===== config.mk =====
export PLATFORM = sky130hd
export DESIGN_NAME = rgb_pwm_multi
export DESIGN_NICKNAME = d
export VERILOG_FILES = /design/src/rtl/rgb_pwm_pkg.sv /design/src/rtl/rgb_pwm_chan.sv /design/src/rtl/rgb_pwm_multi.sv
export SDC_FILE = /design/constraint.sdc
export NUM_CORES = 1
export LEC_CHECK = 0
export BUFFER_PORTS_ARGS = -buffer_cell sky130_fd_sc_hd__buf_2
export CAP_MARGIN = 20
export CELL_PAD_IN_SITES_DETAIL_PLACEMENT = 1
export CELL_PAD_IN_SITES_GLOBAL_PLACEMENT = 1
export CORE_AREA = 3 3 100 102
export CTS_BUF_LIST = sky130_fd_sc_hd__clkbuf_8 sky130_fd_sc_hd__clkbuf_16
export CTS_CLUSTER_DIAMETER = 60
export CTS_CLUSTER_SIZE = 40
export DETAILED_ROUTE_END_ITERATION = 6
export DIE_AREA = 0 0 103 105
export PLACE_DENSITY = 0.85
export SETUP_SLACK_MARGIN = 0.2
export SYNTH_ARGS = -nofsm -noshare
export SYNTH_HDL_FRONTEND = slang
export SYNTH_HIERARCHICAL = 1
export SYNTH_SLANG_ARGS = --single-unit
export TNS_END_PERCENT = 10

===== constraint.sdc =====
create_clock -name clk -period 3.2 [get_ports clk]
set_input_delay 0.16 -clock clk [delete_from_list [all_inputs] [get_ports clk]]
set_output_delay 0.16 -clock clk [all_outputs]
set_load 0.01 [all_outputs]

===== src/rtl/rgb_pwm_pkg.sv =====
// Shared types and helpers for the multi-channel RGB PWM generator.
package rgb_pwm_pkg;

    typedef enum logic {
        PWM_STATIC  = 1'b0,
        PWM_BREATHE = 1'b1
    } pwm_mode_e;

    // Last counter value of a period; a period spans 2^dw-1 ticks.
    function automatic int cnt_max(input int dw);
        return (1 << dw) - 2;
    endfunction

endpackage


===== src/rtl/rgb_pwm_chan.sv =====
// One PWM channel: double-buffered duty/mode, breathe ramp and the registered
// compare output.
module rgb_pwm_chan
    import rgb_pwm_pkg::*;
#(
    parameter int DUTY_W      = 4,
    parameter int BREATH_STEP = 1,
    parameter int ACTIVE_LOW  = 0
) (
    input  logic              clk,
    input  logic              rst,
    input  logic [DUTY_W-1:0] cnt_i,
    input  logic              wrap_i,
    input  logic              wr_sel_i,
    input  logic [DUTY_W-1:0] wr_duty_i,
    input  logic              wr_mode_i,
    output logic              dirty_o,
    output logic              pwm_o
);
    localparam logic [DUTY_W:0] STEP = (DUTY_W+1)'(BREATH_STEP);
    localparam logic            INV  = (ACTIVE_LOW != 0);

    function automatic logic [DUTY_W-1:0] ramp_up(input logic [DUTY_W-1:0] lvl,
                                                  input logic [DUTY_W-1:0] lim);
        logic [DUTY_W:0] sum;
        sum = {1'b0, lvl} + STEP;
        return (sum > {1'b0, lim}) ? lim : sum[DUTY_W-1:0];
    endfunction

    function automatic logic [DUTY_W-1:0] ramp_down(input logic [DUTY_W-1:0] lvl);
        logic [DUTY_W:0] diff;
        diff = {1'b0, lvl} - STEP;
        return ({1'b0, lvl} < STEP) ? '0 : diff[DUTY_W-1:0];
    endfunction

    pwm_mode_e         pend_mode_q, act_mode_q, mode_post;
    logic [DUTY_W-1:0] pend_duty_q, act_duty_q, duty_post;
    logic [DUTY_W-1:0] level_q, level_d, lvl_base, eff;
    logic              dir_down_q, dir_down_d, dir_base;
    logic              dirty_q, dirty_d;
    logic              pwm_q, pwm_d;

    always_comb begin
        duty_post  = dirty_q ? pend_duty_q : act_duty_q;
        mode_post  = dirty_q ? pend_mode_q : act_mode_q;
        level_d    = level_q;
        dir_down_d = dir_down_q;
        lvl_base   = level_q;
        dir_base   = dir_down_q;
        if (wrap_i && mode_post == PWM_BREATHE) begin
            // Entering breathe from static restarts the ramp from zero.
            if (dirty_q && act_mode_q == PWM_STATIC) begin
                lvl_base = '0;
                dir_base = 1'b0;
            end
            if (lvl_base > duty_post) begin
                level_d    = duty_post;
                dir_down_d = 1'b1;
            end else if (!dir_base) begin
                level_d    = ramp_up(lvl_base, duty_post);
                dir_down_d = (level_d == duty_post);
            end else begin
                level_d    = ramp_down(lvl_base);
                dir_down_d = (level_d != '0);
            end
        end
        eff     = (act_mode_q == PWM_BREATHE) ? level_q : act_duty_q;
        pwm_d   = (cnt_i < eff) ^ INV;
        dirty_d = wr_sel_i | (dirty_q & ~wrap_i);
    end

    always_ff @(posedge clk or posedge rst) begin
        if (rst) begin
            pend_duty_q <= '0;
            pend_mode_q <= PWM_STATIC;
            act_duty_q  <= '0;
            act_mode_q  <= PWM_STATIC;
            level_q     <= '0;
            dir_down_q  <= 1'b0;
            dirty_q     <= 1'b0;
            pwm_q       <= INV;
        end else begin
            if (wrap_i && dirty_q) begin
                act_duty_q <= pend_duty_q;
                act_mode_q <= pend_mode_q;
            end
            if (wr_sel_i) begin
                pend_duty_q <= wr_duty_i;
                pend_mode_q <= pwm_mode_e'(wr_mode_i);
            end
            dirty_q    <= dirty_d;
            level_q    <= level_d;
            dir_down_q <= dir_down_d;
            pwm_q      <= pwm_d;
        end
    end

    assign dirty_o = dirty_q;
    assign pwm_o   = pwm_q;

endmodule


===== src/rtl/rgb_pwm_multi.sv =====
// N-channel PWM top: prescaler, shared period counter, write decode and the
// period_start/commit pulses; per-channel state lives in rgb_pwm_chan.
module rgb_pwm_multi
    import rgb_pwm_pkg::*;
#(
    parameter int NUM_CH      = 3,
    parameter int DUTY_W      = 4,
    parameter int PRESC       = 1,
    parameter int BREATH_STEP = 1,
    parameter int ACTIVE_LOW  = 0
) (
    input  logic                                        clk,
    input  logic                                        rst,
    input  logic                                        wr_en,
    input  logic [((NUM_CH > 1) ? $clog2(NUM_CH) : 1)-1:0] wr_ch,
    input  logic [DUTY_W-1:0]                           wr_duty,
    input  logic                                        wr_mode,
    output logic [NUM_CH-1:0]                           pwm_out,
    output logic                                        period_start,
    output logic                                        commit
);
    localparam int                CH_W    = (NUM_CH > 1) ? $clog2(NUM_CH) : 1;
    localparam int                PW      = (PRESC > 1) ? $clog2(PRESC) : 1;
    localparam logic [DUTY_W-1:0] CNT_MAX = DUTY_W'(cnt_max(DUTY_W));

    logic [PW-1:0]     presc_q, presc_d;
    logic [DUTY_W-1:0] cnt_q, cnt_d;
    logic              period_start_q, commit_q;
    logic              tick, wrap;
    logic [NUM_CH-1:0] dirty;

    always_comb begin
        tick    = (presc_q == PW'(PRESC - 1));
        wrap    = tick && (cnt_q == CNT_MAX);
        presc_d = tick ? '0 : presc_q + PW'(1);
        cnt_d   = cnt_q;
        if (tick) begin
            cnt_d = (cnt_q == CNT_MAX) ? '0 : cnt_q + DUTY_W'(1);
        end
    end

    always_ff @(posedge clk or posedge rst) begin
        if (rst) begin
            presc_q        <= '0;
            cnt_q          <= '0;
            period_start_q <= 1'b0;
            commit_q       <= 1'b0;
        end else begin
            presc_q        <= presc_d;
            cnt_q          <= cnt_d;
            period_start_q <= wrap;
            // Channels written in the wrap cycle are not yet dirty here.
            commit_q       <= wrap && (|dirty);
        end
    end

    for (genvar c = 0; c < NUM_CH; c++) begin : g_ch
        rgb_pwm_chan #(
            .DUTY_W      (DUTY_W),
            .BREATH_STEP (BREATH_STEP),
            .ACTIVE_LOW  (ACTIVE_LOW)
        ) u_chan (
            .clk       (clk),
            .rst       (rst),
            .cnt_i     (cnt_q),
            .wrap_i    (wrap),
            .wr_sel_i  (wr_en && (wr_ch == CH_W'(c))),
            .wr_duty_i (wr_duty),
            .wr_mode_i (wr_mode),
            .dirty_o   (dirty[c]),
            .pwm_o     (pwm_out[c])
        );
    end

    assign period_start = period_start_q;
    assign commit       = commit_q;

endmodule

==> flow_metrics.tcl <==
set metrics [dict create \
    status "finished clean" \
    tightest_slew_ns 1.044 \
    crit_required_ns 3.43 \
    synth_top_cell_area_share_pct 31.00 \
    dp_hpwl_um 9499 \
    critPathMaxStageDelay_ns 0.39 \
    routed_wl_um 13690 \
    fin_ws_ns 0.2545 \
    core_sq_um 9196 \
    fin_setup_tns_ns 0 \
    synth_flop_cell "dfrtp_1" \
    nFillCells 1033 \
    grt_pass1_vias 4120 \
    crit_arrival_ns 3.17 \
    syn_avg_cell_area_sq_um 9.525 \
    synth_edf_count 0 \
    rr_endpoint "g_ch[1].u_chan/level_q[1]$_DFFE_PP0P_" \
    cts_tree "done" \
    viasPerCell 6.359 \
    worst-path-max-fanout 9 \
    syn_nets 529 \
    post-route-period-util_pct 92.05 \
    post-place-ws_ns 0.1736 \
    clock-sinks 57 \
    grt_use_total_pct 25.70 \
    fp.dieArea_sq_um 10820 \
    powerDensity_nw_per_um2 1049 \
    grt_pass1_wl_um 21820 \
    peakVddDrop_uv 442.3 \
    num_vias 3930 \
    syn2layout_area_growth_pct 9.682 \
    dr.pass1.iters 5 \
    gp_congestion 0.9017 \
    drc_errors 0 \
    worst_clock_skew_ns 0.01332 \
    antenna_cells 0 \
    leakage_uw 0.002344 \
    ys_seq_area_share_pct 31.00 \
    r2r_cells 11 \
    min_from "wr_mode" \
    grt_antenna_before_repair 0 \
    finalHoldViolCount 0 \
    holdPathStages 2 \
    clock.fmax_mhz 339.5 \
    r2r-start "g_ch[1].u_chan/act_mode_q$_DFFE_PP0P_" \
    relSlewSlack_pct 30.28 \
    ys_warn_count 6 \
    setup_viol 0 \
    whs_endpoint "g_ch[2].u_chan/pend_mode_q$_DFFE_PP0P_" \
    critPathMostFrequentCell "ha_1" \
    cp-end-kind "register" \
    io_pins 15 \
    clk_latency_ns 0.35 \
    start_kind "register" \
    slew_viol_final 0 \
    final_util_pct 54.87 \
    synthCells 483 \
    die_w_um 103 \
    grt_overflow 0 \
    grt_start_max_net_pins 18 \
    min_period_ns 2.946 \
    clk_pin_slew_worst_paths_ns 0.08 \
    cp_slowest_cell "dfrtp_2" \
    nets 548 \
    hold_class "in2reg" \
    rsz0062_at_grt "true" \
    rows 35 \
    drive_above_1_share_pct 22.88 \
    first_iter_violations 218 \
    path_buf_inv 1 \
    synth_top_cell_by_area "dfrtp_1" \
    ff2ff_setup_slack_ns 0.25 \
    die_h_um 105 \
    wire_per_inst_um 22.15 \
    initial_core_util_pct 50.03 \
    crit_type "reg2reg" \
    drv_cap 0 \
    ant_nets 0 \
    port_buffers 14 \
    synthTopCellsByArea "dfrtp_1 31%, ha_1 9.8%, mux2_2 9.8%, mux2i_1 4.1%, a21oi_1 3.0%" \
    async_flop_share_pct 100.0 \
    cts_root_buffer "clkbuf_8" \
    synth_cell_types 64 \
    crit_path_cell_trace "nand2b_4, and2_1, inv_1, ha_1, ha_1, nand3_1, or2_1, a22o_1, a21oi_2, nor3_1, a221o_1" \
    netlist_area_sq_um 4601 \
    ys_seq_elements 57 \
    path_delay_family "simple AND/OR/NAND/NOR gates" \
    cts_made_buffers 9 \
    clock_path_buffers 2 \
    cts_htree_levels 3 \
]
## metal layers
layer	GRT usage (%)	wire [um]	vias up
met5	0	0	-
met4	8.511	314	0
met3	4.072	734	33
met2	42.85	6764	143
met1	33.40	5874	1963
li1	-	-	1791
## kinds of logic (layout without fill, tap and decap cells)
family                     after synthesis  after routing  share of synthesized area [%]
AOI/OAI and AO/OA                      126            126                          19.96
adders and majority gates               36             36                          9.791
buffers and inverters                   51             75                          5.902
muxes                                   63             63                          15.12
DFF                                     57             57                          31.00
xor gates and xnor gates                15             15                          2.855
and+or+nand+nor                        135            135                          15.37
## repair_timing
action                                  CTS  global route
buffers inserted                          0             3
endpoints found under the setup margin    3             8
pin swaps                                 0             0
hold buffers                              1             0
endpoints found under the hold margin    57             0
resized for setup                         2             1
## area by class of cell
type / count / area (sq um) / area share, %
Multi-Input combinational cell: 375 / 2914 / 57.75
Sequential cell: 57 / 1428 / 28.29
Timing Repair Buffer: 33 / 215.2 / 4.265
Tap cell: 111 / 138.9 / 2.752
Clock buffer: 10 / 137.6 / 2.727
Clock inverter: 6 / 115.1 / 2.281
Inverter: 26 / 97.59 / 1.934
## cells in the mapped netlist, drive strengths merged, types with 2 or more instances
cell	n
a22oi	6
o32ai	2
dfrtp	57
xor2	4
a221o	2
o311ai	2
a21oi	31
o31a	2
a22o	2
nand3	8
nor3	12
and2b	2
nor2	28
and3b	2
mux2i	20
o211a	2
o221ai	2
and3	6
ha	36
nor2b	11
o31ai	2
nand2b	11
or3	2
clkbuf	10
buf	15
nand4b	2
o21a	5
xnor2	11
a32oi	5
mux2	43
o211ai	4
a211oi	2
a21o	8
a32o	2
a31oi	9
o21bai	2
o22a	2
o22ai	6
nand2	34
and2	14
o21ai	26
inv	26
## worst max-delay path by stage
stage	startpoint	to	slack [ns]	cells after the start
after CTS	g_ch[1].u_chan/act_mode_q$_DFFE_PP0P_	g_ch[1].u_chan/level_q[1]$_DFFE_PP0P_	0.16	11
after global routing	g_ch[2].u_chan/level_q[0]$_DFFE_PP0P_	g_ch[2].u_chan/level_q[1]$_DFFE_PP0P_	0.10	9
after floorplan	g_ch[0].u_chan/dirty_o$_DFF_PP0_	g_ch[0].u_chan/level_q[1]$_DFFE_PP0P_	0.37	13
after global placement	g_ch[1].u_chan/act_mode_q$_DFFE_PP0P_	g_ch[1].u_chan/dir_down_q$_DFFE_PP0P_	0.38	10
after detailed placement	g_ch[1].u_chan/act_mode_q$_DFFE_PP0P_	g_ch[1].u_chan/dir_down_q$_DFFE_PP0P_	0.17	10
final	g_ch[1].u_chan/act_mode_q$_DFFE_PP0P_	g_ch[1].u_chan/level_q[1]$_DFFE_PP0P_	0.25	11
## flip-flops by register name, indices dropped and copies added (netlist names), 3 cells and up
register and count:
g_ch.u_chan/act_duty_q 12, g_ch.u_chan/level_q 12, g_ch.u_chan/pend_duty_q 12, cnt_q 4, g_ch.u_chan/act_mode_q 3, g_ch.u_chan/dir_down_q 3, g_ch.u_chan/dirty_o 3, g_ch.u_chan/pend_mode_q 3
g_ch.u_chan/pwm_o 3
## layout by cell type, fill, tap and decap left out, drive strengths merged, types with 14 or more instances in the layout
cell	netlist	final
dfrtp	57	57
mux2	43	43
ha	36	36
nand2	34	34
buf	15	32
a21oi	31	31
nor2	28	28
inv	26	26
o21ai	26	26
mux2i	20	20
and2	14	14
## power by group
group / switching, uW / internal [uW] / leakage, uW
logic: 1830 / 1390 / 0.00155
clock network: 325 / 541 / 0.000123
registers: 305 / 902 / 0.000676
## metrics by stage
step	total power, uW	cells	hold slack (ns)	instance area (sq um)
floorplan	3504	483	-0.04904	4601
global placement	4073	598	0.1091	4748
detailed placement	4240	598	0.1111	4748
CTS	5225	615	0.08249	5022
global route	5679	618	0.08389	5046
finish	5296	618	0.1053	5046
Power figures use the tool's default switching activity.
